**src/rtl/sa_cnt_sequencer.sv**
```systemverilog
// Step-count sequencer for the systolic-array enable decoder: one 0..LAST_CNT pass per start,
// with stall, abort and a one-cycle done pulse. Optional pass counter behind SA_SEQ_PASS_CNT_EN.
module sa_cnt_sequencer #(
    parameter int CNT_W    = 4,
    parameter int LAST_CNT = 8
) (
    input  logic             clk_i,
    input  logic             rst_i,
    input  logic             start_i,
    input  logic             stall_i,
    input  logic             abort_i,
    output logic [CNT_W-1:0] cnt_o,
    output logic             cnt_valid_o,
    output logic             busy_o,
`ifdef SA_SEQ_PASS_CNT_EN
    output logic [7:0]       pass_cnt_o,
`endif
    output logic             done_o
);

    typedef enum logic [1:0] {
        IDLE = 2'd0,
        RUN  = 2'd1,
        DONE = 2'd2
    } state_e;

    localparam logic [CNT_W-1:0] LAST = LAST_CNT[CNT_W-1:0];

    state_e           state_q, state_d;
    logic [CNT_W-1:0] cnt_q, cnt_d;
    logic             busy_q, busy_d;
    logic             done_q, done_d;

    always_ff @(posedge clk_i) begin
        if (rst_i) begin
            state_q <= IDLE;
            cnt_q   <= '0;
            busy_q  <= 1'b0;
            done_q  <= 1'b0;
        end else begin
            state_q <= state_d;
            cnt_q   <= cnt_d;
            busy_q  <= busy_d;
            done_q  <= done_d;
        end
    end

    always_comb begin
        state_d = state_q;
        cnt_d   = cnt_q;
        case (state_q)
            IDLE: begin
                cnt_d = '0;
                if (start_i) state_d = RUN;
            end
            RUN: begin
                // abort outranks stall; a stalled cycle simply holds everything
                if (abort_i) begin
                    state_d = IDLE;
                    cnt_d   = '0;
                end else if (!stall_i) begin
                    if (cnt_q == LAST) begin
                        state_d = DONE;
                        cnt_d   = '0;
                    end else begin
                        cnt_d = cnt_q + CNT_W'(1);
                    end
                end
            end
            DONE: begin
                state_d = IDLE;
                cnt_d   = '0;
            end
            default: begin
                state_d = IDLE;
                cnt_d   = '0;
            end
        endcase
        busy_d = (state_d != IDLE);
        done_d = (state_d == DONE);
    end

    assign cnt_o       = cnt_q;
    assign busy_o      = busy_q;
    assign done_o      = done_q;
    assign cnt_valid_o = (state_q == RUN) && !stall_i;

`ifdef SA_SEQ_PASS_CNT_EN
    logic [7:0] pass_cnt_q;

    // bumps on the edge that raises done, so the new count shows alongside the pulse
    always_ff @(posedge clk_i) begin
        if (rst_i)       pass_cnt_q <= 8'd0;
        else if (done_d) pass_cnt_q <= pass_cnt_q + 8'd1;
    end

    assign pass_cnt_o = pass_cnt_q;
`endif

endmodule

```
**config.mk**
```make
export PLATFORM = sky130hd
export DESIGN_NAME = sa_cnt_sequencer
export DESIGN_NICKNAME = d
export VERILOG_FILES = /design/src/rtl/sa_cnt_sequencer.sv
export SDC_FILE = /design/constraint.sdc
export NUM_CORES = 1
export LEC_CHECK = 0
export ABC_AREA = 1
export ABC_CLOCK_PERIOD_IN_PS = 940
export CAP_MARGIN = 20
export CORE_AREA = 3 3 40 42
export DETAILED_ROUTE_END_ITERATION = 10
export DIE_AREA = 0 0 43 45
export PLACE_DENSITY_LB_ADDON = 0.05
export REMOVE_ABC_BUFFERS = 1
export SLEW_MARGIN = 0
export SYNTH_ARGS = -nofsm -noshare
export SYNTH_HDL_FRONTEND = slang
export SYNTH_SLANG_ARGS = --single-unit
```
**constraint.sdc**
```tcl
create_clock -name clk_i -period 0.94 [get_ports clk_i]
set_input_delay 0.188 -clock clk_i [delete_from_list [all_inputs] [get_ports clk_i]]
set_output_delay 0.188 -clock clk_i [all_outputs]
set_load 0.05 [all_outputs]
```
==> results.json, run 1 <==
{
  "htree_levels": 1,
  "cp_max_fo": 2,
  "setup_tns_ns": -0.8511,
  "grt.total_usage_pct": 10.52,
  "arrival_ns": 0.91,
  "die_w_um": 43,
  "vdd_drop_max_mv": 0.7594,
  "cts_hold_buf": 0,
  "hp-start": "stall_i",
  "initial_core_util_pct": 29.11,
  "antenna_found_initial": 0,
  "synth_top_area_share_pct": 42.81,
  "synth.most_common_cell": "nand2_1",
  "multi_input_area_um2": 244.0,
  "r2r_start": "cnt_o[1]",
  "required_ns": 0.75,
  "outcome": "finished, violations left",
  "crit_chain": "inv_2 > nand2_4 > nor2_4 > buf_12",
  "fillers": 109,
  "regArea_um2": 171.4,
  "finalCritPeriodShare_pct": 116.6,
  "drt_first_pass_iters": 3,
  "r2r_slack_ns": -0.10,
  "synth_cell_types": 15,
  "cts_buffers": 3,
  "diodes": 0,
  "final_nets": 87,
  "drtAntennaViolNets": 0,
  "yosys-top-cells-area": "dfxtp_1 (43%), nand2_1 (14%), inv_1 (7.0%), ha_1 (6.7%), nand2_2 (5.0%)",
  "die_y_um": 45,
  "worst_pin_slew_ns": 0.2786,
  "critPathSlowestCell": "dfxtp_1",
  "fin_area_um2": 810.8,
  "via_per_inst": 4.194,
  "synthTopCellsByCount": "nand2_1 (14), dfxtp_1 (8), inv_1 (7)",
  "stdcell_count": 93,
  "grt_pass1_vias": 385,
  "drc_errors": 0,
  "crit_buf_inv": 2,
  "num_rows": 13,
  "grt_max_degree": 6,
  "grt_overflow_total": 0,
  "cpPeakStageDelay_ns": 0.30,
  "maxSlewHeadroom_pct": 81.43,
  "violations": "negative setup slack",
  "port_buffers": 11,
  "tritoncts": "done",
  "ys_warn_count": 0,
  "p_leak_nw": 0.3639,
  "cts-root-buf": "clkbuf_4",
  "cp-end-kind": "primary output",
  "skew_ns": 0.002729,
  "syn_avg_cell_area_um2": 7.635,
  "grt_pass1_wl_mm": 1.490,
  "ys_seq_elements": 8,
  "io_pins": 12,
  "place_congestion": 0.6953,
  "synth_edf_count": 0,
  "syn-cell-area_um2": 374.1,
  "drt_iter0_markers": 2,
  "num_vias": 390,
  "final-hold-violation-count": 0,
  "ys_seq_area_share_pct": 42.81,
  "synth_top_area_cell": "dfxtp_1",
  "syn-instance-count": 49,
  "power.total_w": 0.0007294,
  "setup_ws_ns": -0.1558,
  "dieArea_um2": 1935,
  "cts_max_path_buffers": 2,
  "drv_slew": 0,
  "hold_class": "in2reg",
  "areaGrowthSynthToFinish_pct": 116.7,
  "wl_per_cell_um": 9.151,
  "fmax_mhz": 912.6,
  "clk_pin_slew_worst_paths_ns": 0.05,
  "clk_latency_ns": 0.25,
  "synth_flop_cell": "dfxtp_1",
  "cp-startpoint": "state_q[1]",
  "cts_sinks": 8,
  "core_um2": 1285,
  "power_density_nw_per_um2": 899.6,
  "dp.cells": 81,
  "setup-violations-final": 12,
  "start_kind": "flip-flop",
  "dpl_cell_area_um2": 618.1,
  "drive_gt1_share_pct": 66.67,
  "async_flop_share_pct": 0,
  "critPathKind": "reg2out",
  "critical_path.top_delay_family": "flip-flops",
  "fin_crit_ns": 1.096,
  "hpwl_um": 576.5,
  "rsz0062_at_grt": "true",
  "drv_cap": 0,
  "wirelength_um": 851
}
[power by group]
group | leakage (nW) | switching [W] | internal [W]
registers | 0.0684 | 0.00000625 | 0.000345
clock network | 0.0138 | 0.000107 | 0.000145
logic | 0.282 | 0.0000641 | 0.0000607
[final timing paths]
path	to	depth (start not counted)
max	cnt_valid_o	4
min	cnt_o[1]	3
max reg2reg	busy_o	9
min reg2reg	cnt_o[0]	4
[routing by layer]
layer | share of wire [%] | GRT usage, % | vias to the layer above
li1 | - | - | 207
met1 | 39 | 11.41 | 173
met2 | 56 | 19.16 | 8
met3 | 4.1 | 1.195 | 2
met4 | 0.71 | 7.229 | 0
met5 | 0 | 0 | -
[cells in the final DEF, fill, tap and decap left out, drive strengths merged]
cell type / instances
a21oi: 1
buf: 22
clkbuf: 3
clkdlybuf4s50: 3
dfxtp: 8
dlygate4sd2: 1
ha: 2
inv: 9
nand2: 17
nand3: 1
nand3b: 1
nand4: 1
nor2: 7
o21bai: 1
xor2: 1
[cell families after synthesis]
logic type	after synthesis	share of synthesized area, %
flip-flops	8	42.81
adder cells (fa/ha/maj)	2	6.688
XOR/XNOR	1	2.342
AND/OR/NAND/NOR	27	35.79
AO/OA/AOI/OAI	2	3.344
buffers and inverters	9	9.032
[stage by stage]
stage / worst slack [ns] / util (%) / hold slack [ns]
finish: -0.1558 / 63.10 / 0.4575
global route: -0.2012 / 63.10 / 0.4721
CTS: -0.1890 / 61.54 / 0.4401
detailed placement: -0.3542 / 48.10 / 0.5524
global placement: -0.3627 / 48.10 / 0.5507
floorplan: -0.4750 / - / 0.3236
[what timing repair did]
| action | CTS | global route |
|---|---|---|
| endpoints found under the setup margin | 13 | 14 |
| pin swaps | 11 | 5 |
| hold endpoints to repair | 0 | 0 |
| gates resized for setup | 28 | 6 |
| setup buffers | 9 | 0 |
[worst min-delay path, stage by stage]
cell           delay, ns
dlygate4sd2_1       0.32
nand2_1             0.11
a21oi_2             0.05
[state kept, by name, indices dropped and copies added (netlist names)]
register,flops
cnt_o,4
state_q,2
busy_o,1
done_o,1
[final cells by class]
type / instances / share of cell area [%]
Timing Repair Buffer: 26 / 39.20
Sequential cell: 8 / 21.14
Multi-Input combinational cell: 32 / 30.09
Inverter: 9 / 4.475
Clock buffer: 3 / 2.778
Tap cell: 15 / 2.315
Note: power is estimated with default switching activity, not from simulation.
==> inputs of run 2 (changes only) <==
--- a/config.mk
+++ b/config.mk
@@ -8,10 +8,11 @@
 export ABC_AREA = 1
 export ABC_CLOCK_PERIOD_IN_PS = 940
 export CAP_MARGIN = 20
-export CORE_AREA = 3 3 40 42
+export CORE_AREA = 2 2 39 41
+export CTS_CLUSTER_DIAMETER = 120
 export DETAILED_ROUTE_END_ITERATION = 10
-export DIE_AREA = 0 0 43 45
-export PLACE_DENSITY_LB_ADDON = 0.05
+export DIE_AREA = 0 0 41 43
+export PLACE_DENSITY = 0.54
 export REMOVE_ABC_BUFFERS = 1
 export SLEW_MARGIN = 0
 export SYNTH_ARGS = -nofsm -noshare
==> run 2 against run 1 <==
The run still ends with negative setup slack left. Largest cell class unchanged. Routed wire length is 6.9% higher. Clock power grew 2%. Fmax is 1.4% lower. Via count grew 0.51%. Critical path depth stayed put. Register-to-register slack improved by 0.03 ns.
==> results.json, run 2 (synthesis gave the netlist of run 1 again) <==
{
  "p_sw_share_pct": 24.99,
  "switching_power_w": 0.0001832,
  "drv_cap": 0,
  "grt_max_degree": 6,
  "areaGrowthSynthToFinish_pct": 112.7,
  "worst_pin_slew_ns": 0.2796,
  "core_um2": 1384,
  "cts_sinks": 8,
  "skew_ns": 0.001687,
  "stdcell_count": 92,
  "wl_per_cell_um": 9.891,
  "critPathKind": "reg2out",
  "final_common_cell": "nand2_1",
  "cts_buffers": 3,
  "layout_common_cells": "nand2_1 (9), buf_12 (7), buf_6 (7), nand2_2 (6), buf_4 (6)",
  "cts-root-buf": "clkbuf_4",
  "final-hold-violation-count": 0,
  "dp.cells": 82,
  "grt_pass1_wl_mm": 1.476,
  "grt_overflow_total": 0,
  "setup-violations-final": 10,
  "antenna_found_initial": 0,
  "internal_power_w": 0.0005499,
  "critical_path.top_delay_family": "flip-flops",
  "crit_chain": "inv_2 > nand2_4 > nor2_4 > buf_12",
  "wirelength_um": 910,
  "outcome": "finished, violations left",
  "via_per_inst": 4.261,
  "port_buffers": 11,
  "num_rows": 14,
  "hold-worst-slack_ns": 0.4459,
  "drive_gt1_share_pct": 67.11,
  "critPathSlowestCell": "dfxtp_1",
  "hold_class": "in2reg",
  "cpPeakStageDelay_ns": 0.30,
  "place_congestion": 0.7184,
  "hpwl_um": 581.1,
  "drt_first_pass_iters": 4,
  "die_w_um": 41,
  "htree_levels": 1,
  "rsz0062_at_grt": "true",
  "drt_iter0_markers": 5,
  "die_y_um": 43,
  "pwr-share-clk_pct": 35.3,
  "num_vias": 392,
  "required_ns": 0.75,
  "fmax_mhz": 899.5,
  "cp_max_fo": 2,
  "cts_hold_buf": 0,
  "final_util_pct": 57.50,
  "maxSlewHeadroom_pct": 81.36,
  "fillers": 127,
  "dieArea_um2": 1763,
  "violations": "negative setup slack",
  "cp-end-kind": "primary output",
  "drv_slew": 0,
  "power_frac_comb_pct": 17.0,
  "r2r_slack_ns": -0.07,
  "vdd_drop_max_mv": 0.5358,
  "final_nets": 85,
  "grt.total_usage_pct": 12.54,
  "tritoncts": "done",
  "cts_max_path_buffers": 2,
  "crit_buf_inv": 2,
  "setup_ws_ns": -0.1718,
  "drtAntennaViolNets": 0,
  "largest_register_ffs": 4,
  "clk_pin_slew_worst_paths_ns": 0.05,
  "finalCritPeriodShare_pct": 118.3,
  "power_density_nw_per_um2": 921.3,
  "initial_core_util_pct": 27.03,
  "p_leak_nw": 0.3557,
  "grt_pass1_vias": 395,
  "fin_crit_ns": 1.112,
  "clk_latency_ns": 0.25,
  "diodes": 0,
  "arrival_ns": 0.92,
  "start_kind": "flip-flop",
  "drc_errors": 0,
  "regArea_um2": 173.9,
  "multi_input_area_um2": 237.7,
  "io_pins": 12,
  "seqPwrFrac_pct": 47.7
}
## run 2: cell types whose count changed in the layout (fill, tap and decap cells not counted), sizes merged
| cell | previous run | this run |
|---|---|---|
| buf | 22 | 20 |
## run 2: worst register-to-register path, delay by kind of cell (launching register included)
| family | cells | cell delay (ns) |
|---|---|---|
| AND/OR/NAND/NOR | 5 | 0.33 |
| buffers and inverters | 2 | 0.20 |
| flip-flops | 1 | 0.37 |
## run 2: path summary, 6_finish.rpt
kind / cells after the start / startpoint / endpoint
setup / recovery: 4 / state_q[1] / cnt_valid_o
setup reg to reg: 7 / cnt_o[0] / cnt_o[3]
hold / removal: 3 / stall_i / cnt_o[1]
hold reg to reg: 4 / state_q[0] / cnt_o[1]
## run 2: final cells by class
cell class,instances,area share (%)
sequential,8,21.86
inverter,9,4.874
clock buffer,3,2.830
tap,16,2.516
timing repair buffer,24,38.05
multi-input combinational,32,29.87
## run 2: repair_timing
| item | 4_1_cts | 5_1_grt |
|---|---|---|
| gates resized for setup | 29 | 7 |
| endpoints found under the setup margin | 15 | 12 |
| pin swaps | 10 | 1 |
| buffers inserted | 7 | 0 |
## run 2: per-stage QoR
| step | power (W) | TNS [ns] | worst slack (ns) | cell area, um^2 |
|---|---|---|---|---|
| floorplan | 0.0004081 | -3.807 | -0.4750 | 374.1 |
| global placement | 0.0004656 | -2.641 | -0.3574 | 619.3 |
| detailed placement | 0.0004662 | -2.741 | -0.3686 | 619.3 |
| CTS | 0.0007522 | -0.7920 | -0.1852 | 777.0 |
| global route | 0.0007707 | -1.269 | -0.2125 | 795.8 |
| finish | 0.0007332 | -0.7641 | -0.1718 | 795.8 |
## run 2: routing by layer
| metal | global-route usage (%) | vias up | wire (um) |
|---|---|---|---|
| met1 | 12.83 | 177 | 329 |
| met5 | 0 | - | 0 |
| li1 | - | 205 | - |
| met3 | 2.094 | 0 | 46 |
| met4 | 8.000 | 0 | 0 |
| met2 | 21.56 | 10 | 534 |
## run 2: power by group through the flow
stage / sequential (W) / clock (W) / combinational, W
6_report: 0.000350 / 0.000259 / 0.000124
5_1_grt: 0.000349 / 0.000287 / 0.000135
4_1_cts: 0.000352 / 0.000279 / 0.000121
3_5_place_dp: 0.000358 / 0 / 0.000108
3_3_place_gp: 0.000358 / 0 / 0.000107
2_1_floorplan: 0.000371 / 0 / 0.0000371
==> RTL change (config.mk and constraints of run 1) <==
Re-encode `state_e` (3 states) as one-hot, 3 bits wide.
--- a/src/rtl/sa_cnt_sequencer.sv
+++ b/src/rtl/sa_cnt_sequencer.sv
@@ -18,10 +18,10 @@
     output logic             done_o
 );
 
-    typedef enum logic [1:0] {
-        IDLE = 2'd0,
-        RUN  = 2'd1,
-        DONE = 2'd2
+    typedef enum logic [2:0] {
+        IDLE = 3'b001,
+        RUN  = 3'b010,
+        DONE = 3'b100
     } state_e;
 
     localparam logic [CNT_W-1:0] LAST = LAST_CNT[CNT_W-1:0];
Formal check against the unedited RTL: no difference found for any inputs over 10 cycles, from zero or initial values and one cycle with rst_i high; not proved beyond that.
==> RTL change against run 1 <==
The run still ends with negative setup slack left. Worst setup slack got worse by 0.035 ns. Global-route usage increased by 1.7 points. Hold slack got worse by 0.026 ns. Routed wire length increased by 22%. Synthesized area increased by 13%. Count of clock-buffer cells in the layout increased by 1. Maximum frequency decreased by 3.1%. Design area increased by 8.8%. Sequential cell count increased by 1. Total power increased by 4.7%. Synthesized cell count increased by 20%. Cell count increased by 14%. Critical endpoint unchanged.
==> RTL change: results <==
group,metric,value,unit
min_path,hp-class,"in2reg",
detailed_routing,firstDrtPassIters,2,
logic_synthesis,async_reset_ff_frac,0,
place,port_buffers,11,
critical_path,critPathMaxStageDelay,0.32,ns
final_layout,largest_reg_flops,4,
sta,worstMarginPinSlew,0.241,ns
detailed_routing,first_iter_violations,1,
power_and_ir_drop,peakVddDrop,885,uV
final_layout,nNetsFinal,99,
detailed_routing,vias_per_cell,4.50,
place,gp_congestion,0.678,
logic_synthesis,yosys_warnings,0,
logic_synthesis,ys_top_cells_by_area,"dfxtp_1, inv_1, nor2_1, nand2_1, ha_1",
sta,setup_viol,13,
clock_network,clockBufferDepth,2,
clock_network,cts_root_buf,"clkbuf_4",
status,violations,"negative setup slack",
global_routing,grt_max_degree,7,
place,pre_cts_ws,-0.323,ns
critical_path,ff2ff_path_depth,5,
logic_synthesis,synth_ff_type,"dfxtp_1",
critical_path,crit_arrival,0.94,ns
place,dpl_cell_area,688,um2
clock_network,htreeDepth,1,
sta,clock_skew,0.000864,ns
final_layout,drive_gt1_frac,0.560,
critical_path,cp_slowest_cell,"dfxtp_2",
status,status,"finished, violations left",
place,hpwl,730,um
detailed_routing,drt-total-wl,1.04,mm
global_routing,grt_pass1_wl,1.81,mm
sta,setup_ws,-0.191,ns
logic_synthesis,synth_common_cells,"inv_1, nor2_1, nand2_1",
logic_synthesis,synthDistinctLibCells,13,
global_routing,grt_usage,0.122,
clock_network,cts-buffers-inserted,3,
global_routing,grt_pass1_vias,470,
critical_path,crit_path_max_fanout,2,
power_and_ir_drop,p_leak,0.391,nW
clock_network,clk_pin_slew_worst_paths,0.05,ns
logic_synthesis,ys_seq_area_frac,0.427,
[RTL change: layout make-up]
cell class	count	area, um2
Fill cell	102	403
Timing Repair Buffer	28	325
Multi-Input combinational cell	36	262
Sequential cell	9	195
Inverter	14	55.1
Clock buffer	4	26.3
Tap cell	15	18.8
[RTL change: kinds of logic after synthesis]
family                   count (synthesis)  share of synthesized area
flip-flops                               9                      0.427
AND/OR/NAND/NOR                         30                      0.323
AO/OA/AOI/OAI                            2                     0.0237
buffers and inverters                   14                      0.125
XOR/XNOR                                 2                     0.0416
adder cells (fa/ha/maj)                  2                     0.0593
[RTL change: stage by stage]
step | utilization | instances | setup TNS [ns]
2_1_floorplan | - | 59 | -3.39
3_3_place_gp | 0.536 | 94 | -2.15
3_5_place_dp | 0.536 | 94 | -2.32
4_1_cts | 0.663 | 104 | -1.10
5_1_grt | 0.686 | 106 | -1.94
6_report | 0.686 | 106 | -1.17
[RTL change: path summary, 6_finish.rpt]
| check | slack [ns] | endpoint | from |
|---|---|---|---|
| hold reg to reg | 0.55 | state_q[1] | state_q[1] |
| hold / removal | 0.43 | cnt_o[1] | stall_i |
| setup / recovery | -0.19 | cnt_valid_o | state_q[0] |
| setup reg to reg | -0.11 | state_q[1] | cnt_o[2] |
[RTL change: metal layers]
metal	part of all wire	global-route usage	wire length (um)	vias up
met5	0	0	0	-
met4	0.017	0.0602	18	0
met3	0.058	0.0359	60	2
met2	0.56	0.237	587	12
met1	0.36	0.117	375	222
li1	-	-	-	241
[RTL change: repair_timing]
item / in CTS / in global routing
gates resized for setup: 31 / 5
setup buffers: 6 / 2
gates cloned: 0 / 0
setup endpoints to repair: 14 / 15
pin swaps: 9 / 3
[RTL change: worst max-delay path: cells and delay by family, from the launching register on]
kind	cells	cell delay, ns
buf+inv	2	0.20
simple gates	2	0.17
flops	1	0.32
[RTL change: power breakdown]
| group | switching (W) | internal [W] | leakage, nW |
|---|---|---|---|
| combinational | 0.0000511 | 0.0000456 | 0.300 |
| clock | 0.000112 | 0.000162 | 0.0150 |
| sequential | 0.00000723 | 0.000386 | 0.0767 |
| total | 0.000170 | 0.000593 | 0.391 |
